<file path="config.mk">
export PLATFORM = sky130hd
export DESIGN_NAME = dcache
export DESIGN_NICKNAME = d
export VERILOG_FILES = /design/src/rtl/dcache_pkg.sv /design/src/rtl/dcache_store.sv /design/src/rtl/dcache.sv
export VERILOG_INCLUDE_DIRS = /design/src /design/src/rtl
export SDC_FILE = /design/constraint.sdc
export NUM_CORES = 2
export LEC_CHECK = 0
export ABC_AREA = 1
export BUFFER_PORTS_ARGS = -buffer_cell sky130_fd_sc_hd__clkbuf_2
export CAP_MARGIN = 20
export CORE_MARGIN = 2
export CORE_UTILIZATION = 50
export CTS_CLUSTER_DIAMETER = 120
export DETAILED_ROUTE_END_ITERATION = 10
export PLACE_DENSITY_LB_ADDON = 0.12
export SETUP_SLACK_MARGIN = 0.15
export SLEW_MARGIN = 0
export SYNTH_ARGS = -nofsm -noshare
export SYNTH_HDL_FRONTEND = slang
export SYNTH_SLANG_ARGS = --single-unit
</file>
<file path="constraint.sdc">
create_clock -name clk -period 6.4 [get_ports clk]
set_input_delay 0.64 -clock clk [delete_from_list [all_inputs] [get_ports clk]]
set_output_delay 0.64 -clock clk [all_outputs]
set_load 0.02 [all_outputs]
</file>
<file path="src/rtl/dcache_defs.v">
// Shared FSM state encodings for the data cache controller.
`ifndef DCACHE_DEFS_V
`define DCACHE_DEFS_V

`define DCACHE_ST_W   2
`define DCACHE_IDLE   2'd0
`define DCACHE_REFILL 2'd1
`define DCACHE_WRITE  2'd2

`endif

</file>
<file path="src/rtl/dcache_pkg.sv">
// Common types for the direct-mapped write-through data cache.
// State encodings come from the shared header so every user agrees on them.
package dcache_pkg;
`include "dcache_defs.v"

  typedef enum logic [`DCACHE_ST_W-1:0] {
    ST_IDLE   = `DCACHE_IDLE,
    ST_REFILL = `DCACHE_REFILL,
    ST_WRITE  = `DCACHE_WRITE
  } state_t;

  localparam int ADDR_W = 32;
  localparam int DATA_W = 32;

  // Width of a field that may legitimately be zero bits wide; keep at least 1.
  function automatic int min1_clog2(input int n);
    return (n <= 1) ? 1 : $clog2(n);
  endfunction
endpackage

</file>
<file path="src/rtl/dcache_store.sv">
// Valid/tag/data arrays of the cache: combinational read, synchronous writes.
// Reset clears only the valid bits; tags and data keep their contents.
module dcache_store
  import dcache_pkg::*;
#(
  parameter int LINES = 16,
  parameter int WORDS = 4,
  parameter int IDX_W = 4,
  parameter int OFF_W = 2,
  parameter int TAG_W = 26
) (
  input  logic              clk,
  input  logic              reset,
  input  logic [IDX_W-1:0]  i_rd_index,
  input  logic [OFF_W-1:0]  i_rd_offset,
  output logic              o_rd_valid,
  output logic [TAG_W-1:0]  o_rd_tag,
  output logic [DATA_W-1:0] o_rd_word,
  input  logic              i_word_we,
  input  logic [IDX_W-1:0]  i_word_index,
  input  logic [OFF_W-1:0]  i_word_offset,
  input  logic [DATA_W-1:0] i_word_data,
  input  logic              i_line_we,
  input  logic [IDX_W-1:0]  i_line_index,
  input  logic [TAG_W-1:0]  i_line_tag
);

  logic [LINES-1:0]  r_valid;
  logic [TAG_W-1:0]  r_tag  [LINES];
  logic [DATA_W-1:0] r_data [LINES][WORDS];

  // Read port: lookup of the line addressed by the current CPU request.
  always_comb begin
    o_rd_valid = r_valid[i_rd_index];
    o_rd_tag   = r_tag[i_rd_index];
    o_rd_word  = r_data[i_rd_index][i_rd_offset];
  end

  // Valid bits: cleared by reset, set when a refill finishes its last beat.
  always_ff @(posedge clk) begin
    if (reset) begin
      r_valid <= '0;
    end else if (i_line_we) begin
      r_valid[i_line_index] <= 1'b1;
    end
  end

  // Tag and data arrays: no reset, written by refill beats and store hits.
  always_ff @(posedge clk) begin
    if (i_word_we) begin
      r_data[i_word_index][i_word_offset] <= i_word_data;
    end
    if (i_line_we) begin
      r_tag[i_line_index] <= i_line_tag;
    end
  end

endmodule

</file>
<file path="src/rtl/dcache.sv">
// Direct-mapped, write-through, no-write-allocate data cache controller.
// Optional hit/miss statistics outputs are enabled with DCACHE_STATS_EN.
//
// Backing-memory handshake: a beat is offered while mem_req is high, with
// mem_we/mem_addr/mem_wdata held stable; it completes in the cycle where
// mem_req and mem_ack are both high. mem_ack is ignored while mem_req is low.
module dcache
  import dcache_pkg::*;
#(
  parameter int LINES = 16,
  parameter int WORDS = 4
) (
  input  logic        clk,
  input  logic        reset,
  input  logic [31:0] addr,
  input  logic [31:0] wdata,
  input  logic        memread,
  input  logic        memwrite,
  output logic [31:0] rdata,
  output logic        stall,
  output logic        mem_req,
  output logic        mem_we,
  output logic [31:0] mem_addr,
  output logic [31:0] mem_wdata,
  input  logic [31:0] mem_rdata,
  input  logic        mem_ack,
  output logic [1:0]  o_dbg_state
`ifdef DCACHE_STATS_EN
  ,
  output logic [31:0] hit_count,
  output logic [31:0] miss_count
`endif
);

  localparam int OFF_BITS = $clog2(WORDS);
  localparam int OFF_W    = min1_clog2(WORDS);
  localparam int IDX_W    = $clog2(LINES);
  localparam int TAG_W    = 30 - OFF_BITS - IDX_W;

  state_t           r_state;
  state_t           w_state_next;
  logic [OFF_W-1:0] r_beat;
  logic             r_wr_done;

  logic [29:0]      w_word_addr;
  logic [29:0]      w_line_base;
  logic [OFF_W-1:0] w_offset;
  logic [IDX_W-1:0] w_index;
  logic [TAG_W-1:0] w_tag;
  logic             w_last_beat;

  logic             w_rd_valid;
  logic [TAG_W-1:0] w_rd_tag;
  logic [31:0]      w_rd_word;
  logic             w_hit;

  logic             w_word_we;
  logic [OFF_W-1:0] w_word_off;
  logic [31:0]      w_word_data;
  logic             w_line_we;
  logic             w_hit_evt;
  logic             w_miss_evt;
  logic             w_unused_addr;

  // Address split into offset / index / tag of the word address.
  always_comb begin
    w_word_addr = addr[31:2];
    w_line_base = w_word_addr & ~30'(WORDS - 1);
    w_offset    = OFF_W'(w_word_addr & 30'(WORDS - 1));
    w_index     = IDX_W'(w_word_addr >> OFF_BITS);
    w_tag       = TAG_W'(w_word_addr >> (OFF_BITS + IDX_W));
    w_last_beat = (r_beat == OFF_W'(WORDS - 1));
    w_hit       = w_rd_valid && (w_rd_tag == w_tag);
  end

  assign w_unused_addr = ^addr[1:0];
  assign o_dbg_state   = r_state;

  dcache_store #(
    .LINES (LINES),
    .WORDS (WORDS),
    .IDX_W (IDX_W),
    .OFF_W (OFF_W),
    .TAG_W (TAG_W)
  ) u_store (
    .clk           (clk),
    .reset         (reset),
    .i_rd_index    (w_index),
    .i_rd_offset   (w_offset),
    .o_rd_valid    (w_rd_valid),
    .o_rd_tag      (w_rd_tag),
    .o_rd_word     (w_rd_word),
    .i_word_we     (w_word_we),
    .i_word_index  (w_index),
    .i_word_offset (w_word_off),
    .i_word_data   (w_word_data),
    .i_line_we     (w_line_we),
    .i_line_index  (w_index),
    .i_line_tag    (w_tag)
  );

  // State register.
  always_ff @(posedge clk) begin
    if (reset) begin
      r_state <= ST_IDLE;
    end else begin
      r_state <= w_state_next;
    end
  end

  // Refill beat counter: advances on each read ack, back to 0 after the last.
  always_ff @(posedge clk) begin
    if (reset) begin
      r_beat <= '0;
    end else if ((r_state == ST_REFILL) && mem_ack) begin
      r_beat <= w_last_beat ? '0 : r_beat + 1'b1;
    end
  end

  // Marks the cycle after a store completes: the held store request is
  // ignored so the pipeline advances and the store is not issued twice.
  always_ff @(posedge clk) begin
    if (reset) begin
      r_wr_done <= 1'b0;
    end else begin
      r_wr_done <= (r_state == ST_WRITE) && mem_ack;
    end
  end

  // Next-state, CPU-side and memory-side outputs; all zero while in reset.
  always_comb begin
    w_state_next = r_state;
    stall        = 1'b0;
    rdata        = '0;
    mem_req      = 1'b0;
    mem_we       = 1'b0;
    mem_addr     = '0;
    mem_wdata    = '0;
    w_word_we    = 1'b0;
    w_word_off   = w_offset;
    w_word_data  = wdata;
    w_line_we    = 1'b0;
    w_hit_evt    = 1'b0;
    w_miss_evt   = 1'b0;
    if (!reset) begin
      case (r_state)
        ST_IDLE: begin
          if (!r_wr_done) begin
            if (memwrite) begin
              stall        = 1'b1;
              w_state_next = ST_WRITE;
            end else if (memread) begin
              if (w_hit) begin
                rdata     = w_rd_word;
                w_hit_evt = 1'b1;
              end else begin
                stall        = 1'b1;
                w_miss_evt   = 1'b1;
                w_state_next = ST_REFILL;
              end
            end
          end
        end
        ST_REFILL: begin
          stall    = 1'b1;
          mem_req  = 1'b1;
          mem_addr = {w_line_base | 30'(r_beat), 2'b00};
          if (mem_ack) begin
            w_word_we   = 1'b1;
            w_word_off  = r_beat;
            w_word_data = mem_rdata;
            if (w_last_beat) begin
              w_line_we    = 1'b1;
              w_state_next = ST_IDLE;
            end
          end
        end
        ST_WRITE: begin
          stall     = 1'b1;
          mem_req   = 1'b1;
          mem_we    = 1'b1;
          mem_addr  = {addr[31:2], 2'b00};
          mem_wdata = wdata;
          if (mem_ack) begin
            w_word_we    = w_hit;
            w_state_next = ST_IDLE;
          end
        end
        default: begin
          w_state_next = ST_IDLE;
        end
      endcase
    end
  end

`ifdef DCACHE_STATS_EN
  logic        r_fill_done;
  logic [31:0] r_hit_count;
  logic [31:0] r_miss_count;

  // Hit/miss counters; the hit that completes a refilled load is not a hit.
  always_ff @(posedge clk) begin
    if (reset) begin
      r_fill_done  <= 1'b0;
      r_hit_count  <= '0;
      r_miss_count <= '0;
    end else begin
      r_fill_done <= (r_state == ST_REFILL) && mem_ack && w_last_beat;
      if (w_hit_evt && !r_fill_done) begin
        r_hit_count <= r_hit_count + 32'd1;
      end
      if (w_miss_evt) begin
        r_miss_count <= r_miss_count + 32'd1;
      end
    end
  end

  assign hit_count  = r_hit_count;
  assign miss_count = r_miss_count;
`else
  logic w_unused_stats;
  assign w_unused_stats = w_hit_evt ^ w_miss_evt;
`endif

endmodule

</file>
==> flow_summary.ini <==
[clock_tree]
post_cts.repair.setup_buffers = 0
clkSlewWorstSetupHoldPaths_ns = 0.06
cts_made_buffers = 238
clkLatencyLatePin_ns = 0.87
numClockSinks = 2453
postCtsHoldBufs = 0
cts_tree = built
clock_path_buffers = 3
root_buffer = clkbuf_16
cts.repair.resized = 0
cts_max_level = 4

[die]
die-area_um2 = 186900
fp-row-count = 157
io-pin-count = 202
initial_utilization_pct = 50.21
fp.dieW_um = 432.3
die_h_um = 432.3
core_um2 = 182700

[placement]
port_buffers = 197
dp_hpwl_um = 136600
dpl_cell_area_um2 = 97690
routabilityCongestion = 0.8171

[layout]
drive_gt1_share_pct = 13.15
register_area_um2 = 73450
multiInputGateArea_um2 = 17310
areaGrowthSynthToFinish_pct = 14.89
fillers = 14160
nNetsFinal = 6482
fin_area_um2 = 105400

[routing]
drtAntennaViolNets = 0
num_vias = 55700
drt_iter0_drc = 6817
wl_um = 257300
drt_first_pass_iters = 6
drt-vias-per-instance = 6.210
wire_per_inst_um = 28.69
drc = 0

[power]
powerDensity_nw_per_um2 = 316.0
peakVddDrop_v = 0.0002261
p_leak_uw = 0.03368
p_total_uw = 33300

[global_routing]
grt_pass1_vias = 52730
grt_pass1_wl_um = 368700
grt_overflow_total = 0
grt_max_degree = 147
antenna_found_initial = 6
grt_use_total_pct = 27.10

[sta]
tightestPinTransition_ns = 1.105
slew-limit-headroom_pct = 26.17
grt_setup_unrepaired = false
period_needed_ns = 5.345
post-route-period-util_pct = 83.52
max_freq_ghz = 0.1871
finalHoldViolations = 0
setup-tns-final_ns = 0
setup_viol = 0
finalMaxSlewViolations = 0
skew_ns = 0.02590

[yosys]
yosysWarnings = 0
synth_compound_area_share_pct = 11.54
netlist_top_cells_area = edfxtp_1, o22ai_1, nand2_1
synth_cells = 6127
syn_area_per_cell_um2 = 14.97
syn_area_um2 = 91730
yosysMostFrequentCell = edfxtp_1
synth_fa_ha_area_share_pct = 0.06820
synth-main-ff-cell = edfxtp_1
yosysSeqAreaShare_pct = 80.07
synth_edf_count = 2432
synth_largest_area_cell = edfxtp_1
synth_simple_gate_area_share_pct = 6.133
synth_common_cells = edfxtp_1, o22ai_1, nand2_1, o21ai_0, nor2_1
synth_top_family_by_area = compound AO/OA/AOI/OAI gates
synthXorXnorAreaFrac_pct = 0
muxShareOfSynthArea_pct = 0
synth_top_area_share_pct = 79.61
async_flop_share_pct = 0
synth_cell_types = 43
synth-seq-cells = 2453

[critical_path]
startpoint_type = input pin
crit_path_start = addr[4]
required_ns = 5.76
end_kind = primary output
cp_max_fo = 64
rr_startpoint = o_dbg_state[1]
worstPathArrival_ns = 4.71
critical_path_class = in -> out
r2r_slack_ns = 2.22

[status]
status = finished, final reports clean

[hold_path]
min_path_type = in -> reg
hp-start = memwrite

[flow_run]
maxCapViolCount = 0
## per-stage QoR
stage | setup slack (ns) | util (%) | hold WS, ns | instances
global route | 0.9021 | 57.68 | 0.1120 | 8964
finish | 1.055 | 57.69 | 0.1107 | 8969
CTS | 1.143 | 57.67 | 0.04965 | 8963
detailed placement | 0.9246 | 53.47 | 0.4596 | 8520
global placement | 0.9533 | 53.46 | 0.4505 | 8519
floorplan | 1.642 | - | 0.4407 | 6128
## where the power goes
| part | internal (uW) | leakage [uW] | switching [uW] |
|---|---|---|---|
| clock | 7980 | 0.00374 | 5820 |
| combinational | 406 | 0.00792 | 1340 |
| sequential | 17700 | 0.0220 | 3.40 |
## registers in the layout, summed over array words and instances (netlist names)
signal and count:
u_store.r_data 2048, o_dbg_state 2, r_wr_done 1, u_store.r_valid 16
u_store.r_tag 384, r_beat 2
## cell type report
type	count	area share, %
inverter	103	0.3858
sequential	2453	69.69
tap	2385	2.831
clock inverter	124	1.122
multi-input combinational	3174	16.42
clock buffer	319	6.157
timing repair buffer	406	3.374
antenna	5	0.01187
## cells by family after synthesis
| logic type | count (synthesis) |
|---|---|
| AOI/OAI and AO/OA | 1771 |
| DFF | 2453 |
| other | 1 |
| and+or+nand+nor | 1396 |
| buffers and inverters | 501 |
| adders and majority gates | 5 |
## path summary, 6_finish.rpt
check        cells after the start                endpoint
min reg2reg                      2      u_store.r_valid[2]
max                             13                rdata[1]
max reg2reg                     12  u_store.r_data[5][102]
min                              3          o_dbg_state[1]
## cells in the final DEF, fill, tap and decap left out, drive strengths merged
cell type	count
a211oi	2
a21o	1
a21oi	21
a22oi	2
a31oi	2
a41oi	64
and3	3
buf	211
bufinv	23
clkbuf	514
clkinv	93
clkinvlp	5
conb	2
dfxtp	21
diode	5
edfxtp	2432
ha	5
inv	106
nand2	912
nand3	106
nand3b	4
nand4	37
nor2	289
nor3	40
nor3b	2
o2111ai	7
o211ai	7
o21a	1
o21ai	609
o221ai	28
o22a	6
o22ai	1021
or2	3
## routing by layer
metal | wire length (um) | part of all wire [%] | GRT usage (%) | up-vias
li1 | - | - | - | 24470
met2 | 123600 | 48 | 43.73 | 2504
met5 | 0 | 0 | 0 | -
met4 | 6498 | 2.5 | 7.629 | 0
met3 | 19760 | 7.7 | 3.624 | 394
met1 | 107500 | 42 | 38.96 | 28330
## worst max-delay path: stages
cell and delay, ns:
buf_4 0.22, buf_12 0.36, nor2_1 0.33, inv_8 0.40
buf_4 0.59, buf_4 0.43, o22ai_1 0.12, o21ai_0 0.18
nand3_1 0.19, o221ai_1 0.47, nand3_1 0.30, nor2_1 0.18
clkbuf_2 0.19
(Power assumes the default switching activity.)
